`src/rtl/riscv_pkg.sv`:
```
// Shared types and constants for the writeback stage: widths, load funct3 codes
// and the load byte/half/word extraction helper.
package riscv_pkg;

   localparam int XLEN       = 32;
   localparam int REG_ADDR_W = 5;

   localparam logic [2:0] LOAD_LB  = 3'b000;
   localparam logic [2:0] LOAD_LH  = 3'b001;
   localparam logic [2:0] LOAD_LW  = 3'b010;
   localparam logic [2:0] LOAD_LBU = 3'b100;
   localparam logic [2:0] LOAD_LHU = 3'b101;

   typedef enum logic [1:0] {
      SEL_NONE,
      SEL_LOAD,
      SEL_FIFO,
      SEL_BYPASS
   } wb_sel_e;

   typedef struct packed {
      logic                  reg_write;
      logic [REG_ADDR_W-1:0] rd;
      logic [XLEN-1:0]       result;
   } wb_item_t;

   // Returns {err, data}; err covers both misalignment and unknown funct3.
   function automatic logic [XLEN:0] load_align(input logic [XLEN-1:0] rdata,
                                                input logic [1:0]      addr_lo,
                                                input logic [2:0]      funct3);
      logic [7:0]      lane_b;
      logic [15:0]     lane_h;
      logic            err;
      logic [XLEN-1:0] data;
      lane_b = 8'(rdata >> {addr_lo, 3'b000});
      lane_h = addr_lo[1] ? rdata[31:16] : rdata[15:0];
      err    = 1'b0;
      data   = '0;
      case (funct3)
         LOAD_LB:  data = {{(XLEN-8){lane_b[7]}}, lane_b};
         LOAD_LBU: data = {{(XLEN-8){1'b0}}, lane_b};
         LOAD_LH: begin
            err  = addr_lo[0];
            data = {{(XLEN-16){lane_h[15]}}, lane_h};
         end
         LOAD_LHU: begin
            err  = addr_lo[0];
            data = {{(XLEN-16){1'b0}}, lane_h};
         end
         LOAD_LW: begin
            err  = (addr_lo != 2'b00);
            data = rdata;
         end
         default: err = 1'b1;
      endcase
      return {err, data};
   endfunction

endpackage

```
`src/rtl/wb_fifo.sv`:
```
// ALU result FIFO: power-of-two depth, wrapping pointers, registered count,
// plus a mask of destinations held by valid entries that will write.
module wb_fifo
   import riscv_pkg::*;
#(
   parameter int DEPTH = 2
) (
   input  logic                  clk,
   input  logic                  reset_n,
   input  logic                  push,
   input  logic                  pop,
   input  logic                  push_reg_write,
   input  logic [REG_ADDR_W-1:0] push_rd,
   input  logic [XLEN-1:0]       push_result,
   output logic                  head_reg_write,
   output logic [REG_ADDR_W-1:0] head_rd,
   output logic [XLEN-1:0]       head_result,
   output logic                  full,
   output logic                  empty,
   output logic [31:0]           pend_mask
);

   localparam int PTR_W = (DEPTH > 1) ? $clog2(DEPTH) : 1;
   localparam int CNT_W = PTR_W + 1;

   wb_item_t             mem_q [DEPTH];
   wb_item_t             mem_d [DEPTH];
   logic [PTR_W-1:0]     wr_ptr_q, wr_ptr_d;
   logic [PTR_W-1:0]     rd_ptr_q, rd_ptr_d;
   logic [CNT_W-1:0]     count_q, count_d;
   logic [PTR_W-1:0]     scan_idx;

   assign full           = (count_q == CNT_W'(DEPTH));
   assign empty          = (count_q == '0);
   assign head_reg_write = mem_q[rd_ptr_q].reg_write;
   assign head_rd        = mem_q[rd_ptr_q].rd;
   assign head_result    = mem_q[rd_ptr_q].result;

   always_comb begin
      mem_d    = mem_q;
      wr_ptr_d = wr_ptr_q;
      rd_ptr_d = rd_ptr_q;
      count_d  = count_q;
      if (push && !full) begin
         mem_d[wr_ptr_q] = '{reg_write: push_reg_write, rd: push_rd, result: push_result};
         wr_ptr_d        = wr_ptr_q + 1'b1;
      end
      if (pop && !empty) begin
         rd_ptr_d = rd_ptr_q + 1'b1;
      end
      case ({push && !full, pop && !empty})
         2'b10:   count_d = count_q + 1'b1;
         2'b01:   count_d = count_q - 1'b1;
         default: count_d = count_q;
      endcase
   end

   // Walk entries oldest-first; only slots below the live count contribute.
   always_comb begin
      pend_mask = '0;
      scan_idx  = '0;
      for (int i = 0; i < DEPTH; i++) begin
         scan_idx = rd_ptr_q + PTR_W'(i);
         if ((CNT_W'(i) < count_q) && mem_q[scan_idx].reg_write) begin
            pend_mask[mem_q[scan_idx].rd] = 1'b1;
         end
      end
   end

   always_ff @(posedge clk or negedge reset_n) begin
      if (!reset_n) begin
         for (int i = 0; i < DEPTH; i++) begin
            mem_q[i] <= '0;
         end
         wr_ptr_q <= '0;
         rd_ptr_q <= '0;
         count_q  <= '0;
      end else begin
         mem_q    <= mem_d;
         wr_ptr_q <= wr_ptr_d;
         rd_ptr_q <= rd_ptr_d;
         count_q  <= count_d;
      end
   end

endmodule

```
`src/rtl/writeback_stage.sv`:
```
// Final pipeline stage: arbitrates loads against buffered ALU results, drives the
// register-file write port and exports the pending-destination mask.
module writeback_stage
   import riscv_pkg::*;
#(
   parameter int FIFO_DEPTH = 2,
   parameter int STARVE_MAX = 2
) (
   input  logic                  clk,
   input  logic                  reset_n,
   input  logic                  alu_valid,
   output logic                  alu_ready,
   input  logic                  alu_reg_write,
   input  logic [REG_ADDR_W-1:0] alu_rd,
   input  logic [XLEN-1:0]       alu_result,
   input  logic                  ld_valid,
   output logic                  ld_ready,
   input  logic [REG_ADDR_W-1:0] ld_rd,
   input  logic [XLEN-1:0]       ld_rdata,
   input  logic [1:0]            ld_addr_lo,
   input  logic [2:0]            ld_funct3,
   output logic                  ld_err,
   output logic                  reg_write,
   output logic [REG_ADDR_W-1:0] write_register,
   output logic [XLEN-1:0]       write_data,
   output logic [31:0]           pend_mask
);

   localparam int STARVE_W = $clog2(STARVE_MAX + 1);

   logic                  fifo_push, fifo_pop, fifo_full, fifo_empty;
   logic                  head_reg_write;
   logic [REG_ADDR_W-1:0] head_rd;
   logic [XLEN-1:0]       head_result;
   logic [31:0]           fifo_pend;
   logic [XLEN:0]         load_res;
   wb_sel_e               sel;

   logic [STARVE_W-1:0]   starve_cnt_q, starve_cnt_d;
   logic                  reg_write_q, reg_write_d;
   logic [REG_ADDR_W-1:0] write_register_q, write_register_d;
   logic [XLEN-1:0]       write_data_q, write_data_d;
   logic                  ld_err_q, ld_err_d;

   wb_fifo #(.DEPTH(FIFO_DEPTH)) u_fifo (
      .clk            (clk),
      .reset_n        (reset_n),
      .push           (fifo_push),
      .pop            (fifo_pop),
      .push_reg_write (alu_reg_write),
      .push_rd        (alu_rd),
      .push_result    (alu_result),
      .head_reg_write (head_reg_write),
      .head_rd        (head_rd),
      .head_result    (head_result),
      .full           (fifo_full),
      .empty          (fifo_empty),
      .pend_mask      (fifo_pend)
   );

   assign alu_ready = !fifo_full;
   assign ld_ready  = !(!fifo_empty && (starve_cnt_q == STARVE_W'(STARVE_MAX)));
   assign load_res  = load_align(ld_rdata, ld_addr_lo, ld_funct3);

   // A load wins unless the head is starving; an ALU item only bypasses an empty FIFO.
   always_comb begin
      sel = SEL_NONE;
      if (ld_valid && ld_ready) begin
         sel = SEL_LOAD;
      end else if (!fifo_empty) begin
         sel = SEL_FIFO;
      end else if (alu_valid) begin
         sel = SEL_BYPASS;
      end
      fifo_pop  = (sel == SEL_FIFO);
      fifo_push = alu_valid && alu_ready && (sel != SEL_BYPASS);
   end

   always_comb begin
      reg_write_d      = 1'b0;
      write_register_d = write_register_q;
      write_data_d     = write_data_q;
      ld_err_d         = 1'b0;
      starve_cnt_d     = (fifo_pop || fifo_empty) ? '0 : starve_cnt_q + 1'b1;
      case (sel)
         SEL_LOAD: begin
            ld_err_d = load_res[XLEN];
            if (!load_res[XLEN] && (ld_rd != '0)) begin
               reg_write_d      = 1'b1;
               write_register_d = ld_rd;
               write_data_d     = load_res[XLEN-1:0];
            end
         end
         SEL_FIFO: begin
            if (head_reg_write && (head_rd != '0)) begin
               reg_write_d      = 1'b1;
               write_register_d = head_rd;
               write_data_d     = head_result;
            end
         end
         SEL_BYPASS: begin
            if (alu_reg_write && (alu_rd != '0)) begin
               reg_write_d      = 1'b1;
               write_register_d = alu_rd;
               write_data_d     = alu_result;
            end
         end
         default: ;
      endcase
   end

   always_ff @(posedge clk or negedge reset_n) begin
      if (!reset_n) begin
         starve_cnt_q     <= '0;
         reg_write_q      <= 1'b0;
         write_register_q <= '0;
         write_data_q     <= '0;
         ld_err_q         <= 1'b0;
      end else begin
         starve_cnt_q     <= starve_cnt_d;
         reg_write_q      <= reg_write_d;
         write_register_q <= write_register_d;
         write_data_q     <= write_data_d;
         ld_err_q         <= ld_err_d;
      end
   end

   assign reg_write      = reg_write_q;
   assign write_register = write_register_q;
   assign write_data     = write_data_q;
   assign ld_err         = ld_err_q;

   always_comb begin
      pend_mask = fifo_pend;
      if (reg_write_q) begin
         pend_mask = pend_mask | (32'd1 << write_register_q);
      end
      pend_mask[0] = 1'b0;
   end

endmodule

```
`config.mk`:
```
export PLATFORM = sky130hd
export DESIGN_NAME = writeback_stage
export DESIGN_NICKNAME = d
export VERILOG_FILES = /design/src/rtl/riscv_pkg.sv /design/src/rtl/wb_fifo.sv /design/src/rtl/writeback_stage.sv
export SDC_FILE = /design/constraint.sdc
export NUM_CORES = 1
export LEC_CHECK = 0
export ABC_AREA = 1
export CORE_MARGIN = 3
export CORE_UTILIZATION = 35
export CTS_BUF_LIST = sky130_fd_sc_hd__clkbuf_8
export DETAILED_ROUTE_END_ITERATION = 8
export PLACE_DENSITY = 0.59
export SYNTH_ARGS = -nofsm -noshare
export SYNTH_HDL_FRONTEND = slang
export SYNTH_SLANG_ARGS = --single-unit
```
`constraint.sdc`:
```
create_clock -name clk -period 2.3 [get_ports clk]
set_input_delay 0.345 -clock clk [delete_from_list [all_inputs] [get_ports clk]]
set_output_delay 0.345 -clock clk [all_outputs]
set_load 0.02 [all_outputs]
```
# Word-level counts from Yosys, hierarchy flattened
# Cells that the tools add are included.
[op_classes]
bitwise_logic = 5
add_sub_neg = 5
n_reduce_logical = 30
eq_ne = 15
mux = 37
n_shift = 2
n_lt_le_gt_ge = 10
[op_table]
columns = ["op", "n"]
rows = [
  ["2-to-1 mux 38 bit", 7],
  ["2-to-1 mux 32 bit", 6],
  ["one-hot mux 32 bit (5 select lines)", 1],
  ["one-hot mux 32 bit (3 select lines)", 1],
  ["bitwise mux 76 bit", 1],
  ["OR 32 bit", 2],
  ["demux 38 bit (select 1 bit)", 1],
  ["left shift 1 x 5 -> 32 bit, first input constant", 1],
  [">> shifter 32 x 5 -> 8 bit", 1],
  ["2-to-1 mux 16 bit", 1],
  ["2-to-1 mux 5 bit", 3],
  ["one-hot mux 5 bit (3 select lines)", 1],
  ["nonzero test 5 bit", 3],
  ["logical AND 1 bit", 14],
  ["less-than comparator 5 x 6 -> 1 bit, second input constant", 2],
  ["demux 1 bit (select 5 bit)", 2],
  ["== test 2 bit, second input constant", 5],
  [">= comparator 5 x 1 -> 1 bit, second input constant", 2],
  ["2-to-1 mux 2 bit", 4],
  ["== test 3 bit, second input constant", 2],
  [">= comparator 2 bit, second input constant", 3],
  ["2-to-1 mux 1 bit", 6],
  ["!= test 2 bit, second input constant", 3],
  ["NOT 1 -> 2 bit", 3],
  ["19 further kinds", 29],
]
[totals]
in_bits = 84
register_bits = 121

# Longest topological paths before layout
[logic_depth]
word_depth = 13
ltp_mapped = 13
mapped_depth_nobuf = 11

# By module
# Synthesis repeated with hierarchy kept, for this count alone.
[hier_totals]
hier_cells = 1230
hier_area_um2 = 8077.7
[by_module_without_submodules]
columns = ["module", "cells_per_inst", "area_each_um2", "instances"]
rows = [
  ["wb_fifo", 622, 4401.7, 1],
  ["writeback_stage", 608, 3676.0, 1],
]

# Worst setup path after synthesis
# OpenSTA, ideal clock, no wires.
[synth_path]
path_kind = "flip-flop to output port"
from = "reg write_register_q[4], in the netlist write_register[4]"
to = "out pend_mask[1]"
path_slack_ns = 0.317
path_buffers = 1
path_stages_with_launch = 7
t_arrival_ns = 1.638
path_cell_list = "dfrtp_1 -> clkbuf_1 -> inv_1 -> nand2_1 -> nor2_1 -> inv_1 -> o221ai_1"
[synth_between]
elab_chain_len = 3
[synth_lines]
columns = ["item", "line_no", "source"]
rows = [
  ["start, declared", "writeback_stage.sv:41", "logic [REG_ADDR_W-1:0] write_register_q, write_register_d;"],
  ["start signal, assigned", "writeback_stage.sv:122", "write_register_q <= write_register_d;"],
  ["left shift 1 x 5 -> 32 bit", "writeback_stage.sv:136", "pend_mask = pend_mask | (32'd1 << write_register_q);"],
  ["OR 32 bit", "writeback_stage.sv:136", ""],
  ["2-to-1 mux 32 bit", "writeback_stage.sv:135", "if (reg_write_q) begin"],
  ["end, declared", "writeback_stage.sv:26", "output logic [31:0] pend_mask"],
]
# Every way passes these cells.

# Worst setup path after layout
[layout_path]
from = "reg u_fifo.rd_ptr_q"
to = "out pend_mask[23]"
[layout_between]
elab_chain_len = 13
[layout_lines]
columns = ["item", "line_no", "source"]
rows = [
  ["start, declared", "wb_fifo.sv:29", "logic [PTR_W-1:0] rd_ptr_q, rd_ptr_d;"],
  ["start signal, assigned", "wb_fifo.sv:81", "rd_ptr_q <= rd_ptr_d;"],
  ["adder 1 bit / NOT 1 -> 2 bit (equally long branches)", "wb_fifo.sv:63, wb_fifo.sv:64, wb_fifo.sv:65", ""],
  ["NOT 1 -> 2 bit (not written as such) / 2-to-1 mux 38 bit (equally long branches)", "wb_fifo.sv:64, wb_fifo.sv:65", ""],
  ["2-to-1 mux 38 bit, on equally long branches (2 in a row)", "wb_fifo.sv:64, wb_fifo.sv:65", ""],
  ["2-to-1 mux 38 bit (not written as such) (tied with other cells)", "wb_fifo.sv:64", "if ((CNT_W'(i) < count_q) && mem_q[scan_idx].reg_write) begin"],
  ["less-than comparator 5 x 6 -> 1 bit (not written as such) (tied with other cells)", "wb_fifo.sv:65", "pend_mask[mem_q[scan_idx].rd] = 1'b1;"],
  ["logical AND 1 bit (not written as such) / 2-to-1 mux 1 bit (equally long branches)", "wb_fifo.sv:65", ""],
  ["2-to-1 mux 1 bit (not written as such) / demux 1 bit (select 5 bit) (equally long branches)", "-", ""],
  ["demux 1 bit (select 5 bit) / 2-to-1 mux 32 bit (equally long branches)", "-", ""],
  ["OR 32 bit (no line)", "-", ""],
  ["2-to-1 mux 32 bit *", "wb_fifo.sv:64", ""],
  ["OR 32 bit", "writeback_stage.sv:136", ""],
  ["2-to-1 mux 32 bit *", "writeback_stage.sv:135", ""],
]
# Every way passes the cells marked *; elsewhere a longest branch is shown, timed or not. The select of a mux whose other input is x is not followed.

==> key figures <==
Clock tree
  – CTS Buf Count: 17
  – H-tree Lvls: 4
  – CTS tree: yes
  – Longest Clk Path Bufs: 2
  – Clk sinks: 121
  – Clk Latency, worst-skew pair: 0.44 ns
  – Root buf cell: clkbuf_8
  – Worst-path clk slew: 0.08 ns

Timing
  – Min Tclk post-route: 2.36 ns
  – Hold Vio Cnt, Final: 0
  – RSZ-0062 raised after global routing: true
  – Final setup vio count: 22
  – Final max-slew violation count: 0
  – Final period util: 1.03
  – Fmax: 0.424 GHz
  – Setup TNS Final: -0.646 ns
  – Clock skew: 0.0141 ns
  – Final worst slack: -0.0579 ns

Floorplanning
  – I/O pins: 157
  – Die Height: 154 um
  – Die Wd: 154 um
  – Die area: 23800 sq um
  – Initial Util: 0.361
  – Row Count: 53
  – Core footprint: 21300 sq um

Setup path
  – Startpoint types: flop
  – Setup CP Type: reg -> out
  – Most frequent CP cell: buf_4
  – Kind of end point of the critical path: output port
  – Worst endpoint data arrival time: 2.01 ns
  – CP Buf/Inv Count: 4
  – Critical Path Max Stage Delay: 0.49 ns
  – Slowest stage cell, crit path: dfrtp_2
  – CP Cell Sequence: buf_4, nand2_2, nand2_4, buf_4, nand2_1, nor2_1, buf_4, a22oi_2, nand2_1, buf_4
  – R2R Setup Slk: 0.15 ns
  – Critical Path RT: 1.96 ns
  – CP max FO: 7
  – Top delay family on crit path: buffers and inverters

Logic synthesis
  – Post-synthesis async set-or-reset flop share: 1.00
  – Post-synth top flop: dfrtp_1
  – Synth top area share: 0.394
  – Flops & latches, synth: 121
  – Post-synth net total: 1259
  – Count of cell types in the netlist: 31
  – Syn_area_per_cell: 6.57 sq um
  – Post-synthesis sequential area ratio: 0.394
  – Yosys warns: 0
  – Post-Syn Instances: 1170
  – Number of enable flip-flop cells after synthesis: 0
  – Synthesized area: 7680 sq um
  – Main area contributors after synthesis: dfrtp_1, nand2_1, o21ai_0
  – Leading area contributor after synthesis: dfrtp_1

Routing
  – DR vias/cell: 4.98
  – DR DRC count: 0
  – 1st-pass router iterations: 5
  – Final wirelength: 26700 um
  – Vias: 8288
  – Iteration-0 DRC Markers: 644
  – Post-DR wirelength/cell: 16.1 um
  – Routed Antenna Nets: 0

Final layout
  – Commonest non-fill, non-tap cells in the layout: nand2_1, clkdlybuf4s50_1, dfrtp_1
  – Most common cell after layout, fill and taps aside: nand2_1
  – Area delta synth->final: 41.1%
  – N_diodes: 0
  – Layout cells sized above 1: 0.187
  – Final Util: 0.509
  – Fill cells: 2166
  – Register area: 3030 sq um
  – Area of the multi-input gates: 4240 sq um
  – Non-Filler Instances: 1663
  – Final net count: 1464

Global routing
  – First-pass GRT wire length: 42700 um
  – Vias in the first global route: 7956
  – Total GRT Usage: 0.223
  – Largest net degree at the start of global routing: 77
  – GRT overflow: 0
  – Initial antenna violation count: 0

Placed design
  – HPWL after DPL: 19800 um
  – Cells after DPL: 1625
  – PortBufs: 155
  – Gpl congestion: 0.898

Job
  – Max_cap viols: 0

Worst hold path
  – Worst Hold Class: in -> async

Power and ir drop
  – Total power: 13.2 mW
  – PwrDens: 1210 nW/um^2
  – Max VDD drop: 0.000472 V
  – Leakage power: 5.52 nW

Status
  – Status: finished with violations
  – Failing checks: negative setup slack
[power breakdown]
group	internal, mW	switching [mW]	leakage [nW]	total (mW)
combinational	3.07	4.48	3.80	7.55
clock	0.873	0.976	0.184	1.85
sequential	3.11	0.655	1.53	3.76
total	7.06	6.11	5.52	13.2
[cell families after synthesis]
kind of cell | Yosys count | synth area share
xor gates and xnor gates | 3 | 0.00342
other | 1 | 0.000488
DFF | 121 | 0.394
AOI/OAI and AO/OA | 184 | 0.130
and+or+nand+nor | 680 | 0.362
adders and majority gates | 5 | 0.00814
buffers and inverters | 176 | 0.101
[path summary, 6_finish.rpt]
check / startpoint / endpoint / depth (start not counted)
worst max-delay path: u_fifo.rd_ptr_q$_DFFE_PN0P_ / pend_mask[23] / 10
worst min-delay path: reset_n / u_fifo.mem_q[57]$_DFFE_PN0P_ / 2
worst max register to register: u_fifo.count_q[1]$_DFFE_PN0P_ / u_fifo.mem_q[65]$_DFFE_PN0P_ / 10
worst min register to register: starve_cnt_q[0]$_DFF_PN0_ / starve_cnt_q[0]$_DFF_PN0_ / 1
max in group asynchronous: reset_n / u_fifo.mem_q[39]$_DFFE_PN0P_ / 3
min in group clk: starve_cnt_q[0]$_DFF_PN0_ / starve_cnt_q[0]$_DFF_PN0_ / 1
[flip-flops by register name, summed over array words and instances (netlist names)]
name and count:
u_fifo.count_q 2, ld_err 1, u_fifo.mem_q 76, u_fifo.rd_ptr_q 1, u_fifo.wr_ptr_q 1, reg_write 1, write_register 5, starve_cnt_q 2
write_data 32
[stage by stage]
stage               area, sq um  setup WS (ns)  hold WS [ns]
floorplan                  7680          0.317        0.0494
global placement          10000         -0.136         0.341
detailed placement        10000         -0.149         0.348
CTS                       10700        -0.0863         0.406
global route              10800         -0.199         0.418
finish                    10800        -0.0579         0.405
[area by class of cell]
type,instances,area share
clock buffer,17,0.0216
timing repair buffer,252,0.223
clock inverter,15,0.0130
multi-input combinational,873,0.391
inverter,110,0.0398
tap,275,0.0317
sequential,121,0.279
[cells in the mapped netlist, types with 2 or more instances]
master / number
o221ai_1: 6
nor3_2: 3
o21ai_0: 83
clkinv_1: 3
nand2_2: 3
nor2_2: 2
buf_4: 6
inv_1: 103
nand3_1: 46
o211ai_1: 15
clkbuf_1: 26
nand2_1: 502
buf_6: 8
o21ai_2: 4
buf_2: 26
nor3_1: 11
o21ai_1: 13
dfrtp_1: 121
inv_2: 4
ha_1: 5
a22oi_1: 2
a21oi_1: 61
xnor2_1: 2
nand4_1: 40
nand3_2: 3
nor2_1: 67
[layer usage]
metal  global-route usage  vias to the layer above  wire length (um)
met1                0.327                     3865             12800
met4               0.0433                        0               272
met3               0.0391                       26              1390
li1                     -                     4145                 -
met2                0.349                      252             12200
met5                    0                        -                 0
[repair_timing]
action                                 4_1_cts  5_1_grt
pin swaps                                   15        6
gates resized for setup                    253       48
setup endpoints to repair                   32       34
buffers inserted                             4        2
endpoints found under the hold margin       31        0
hold buffers                                 1        0
gates cloned                                 1        0
(Power assumes the default switching activity.)
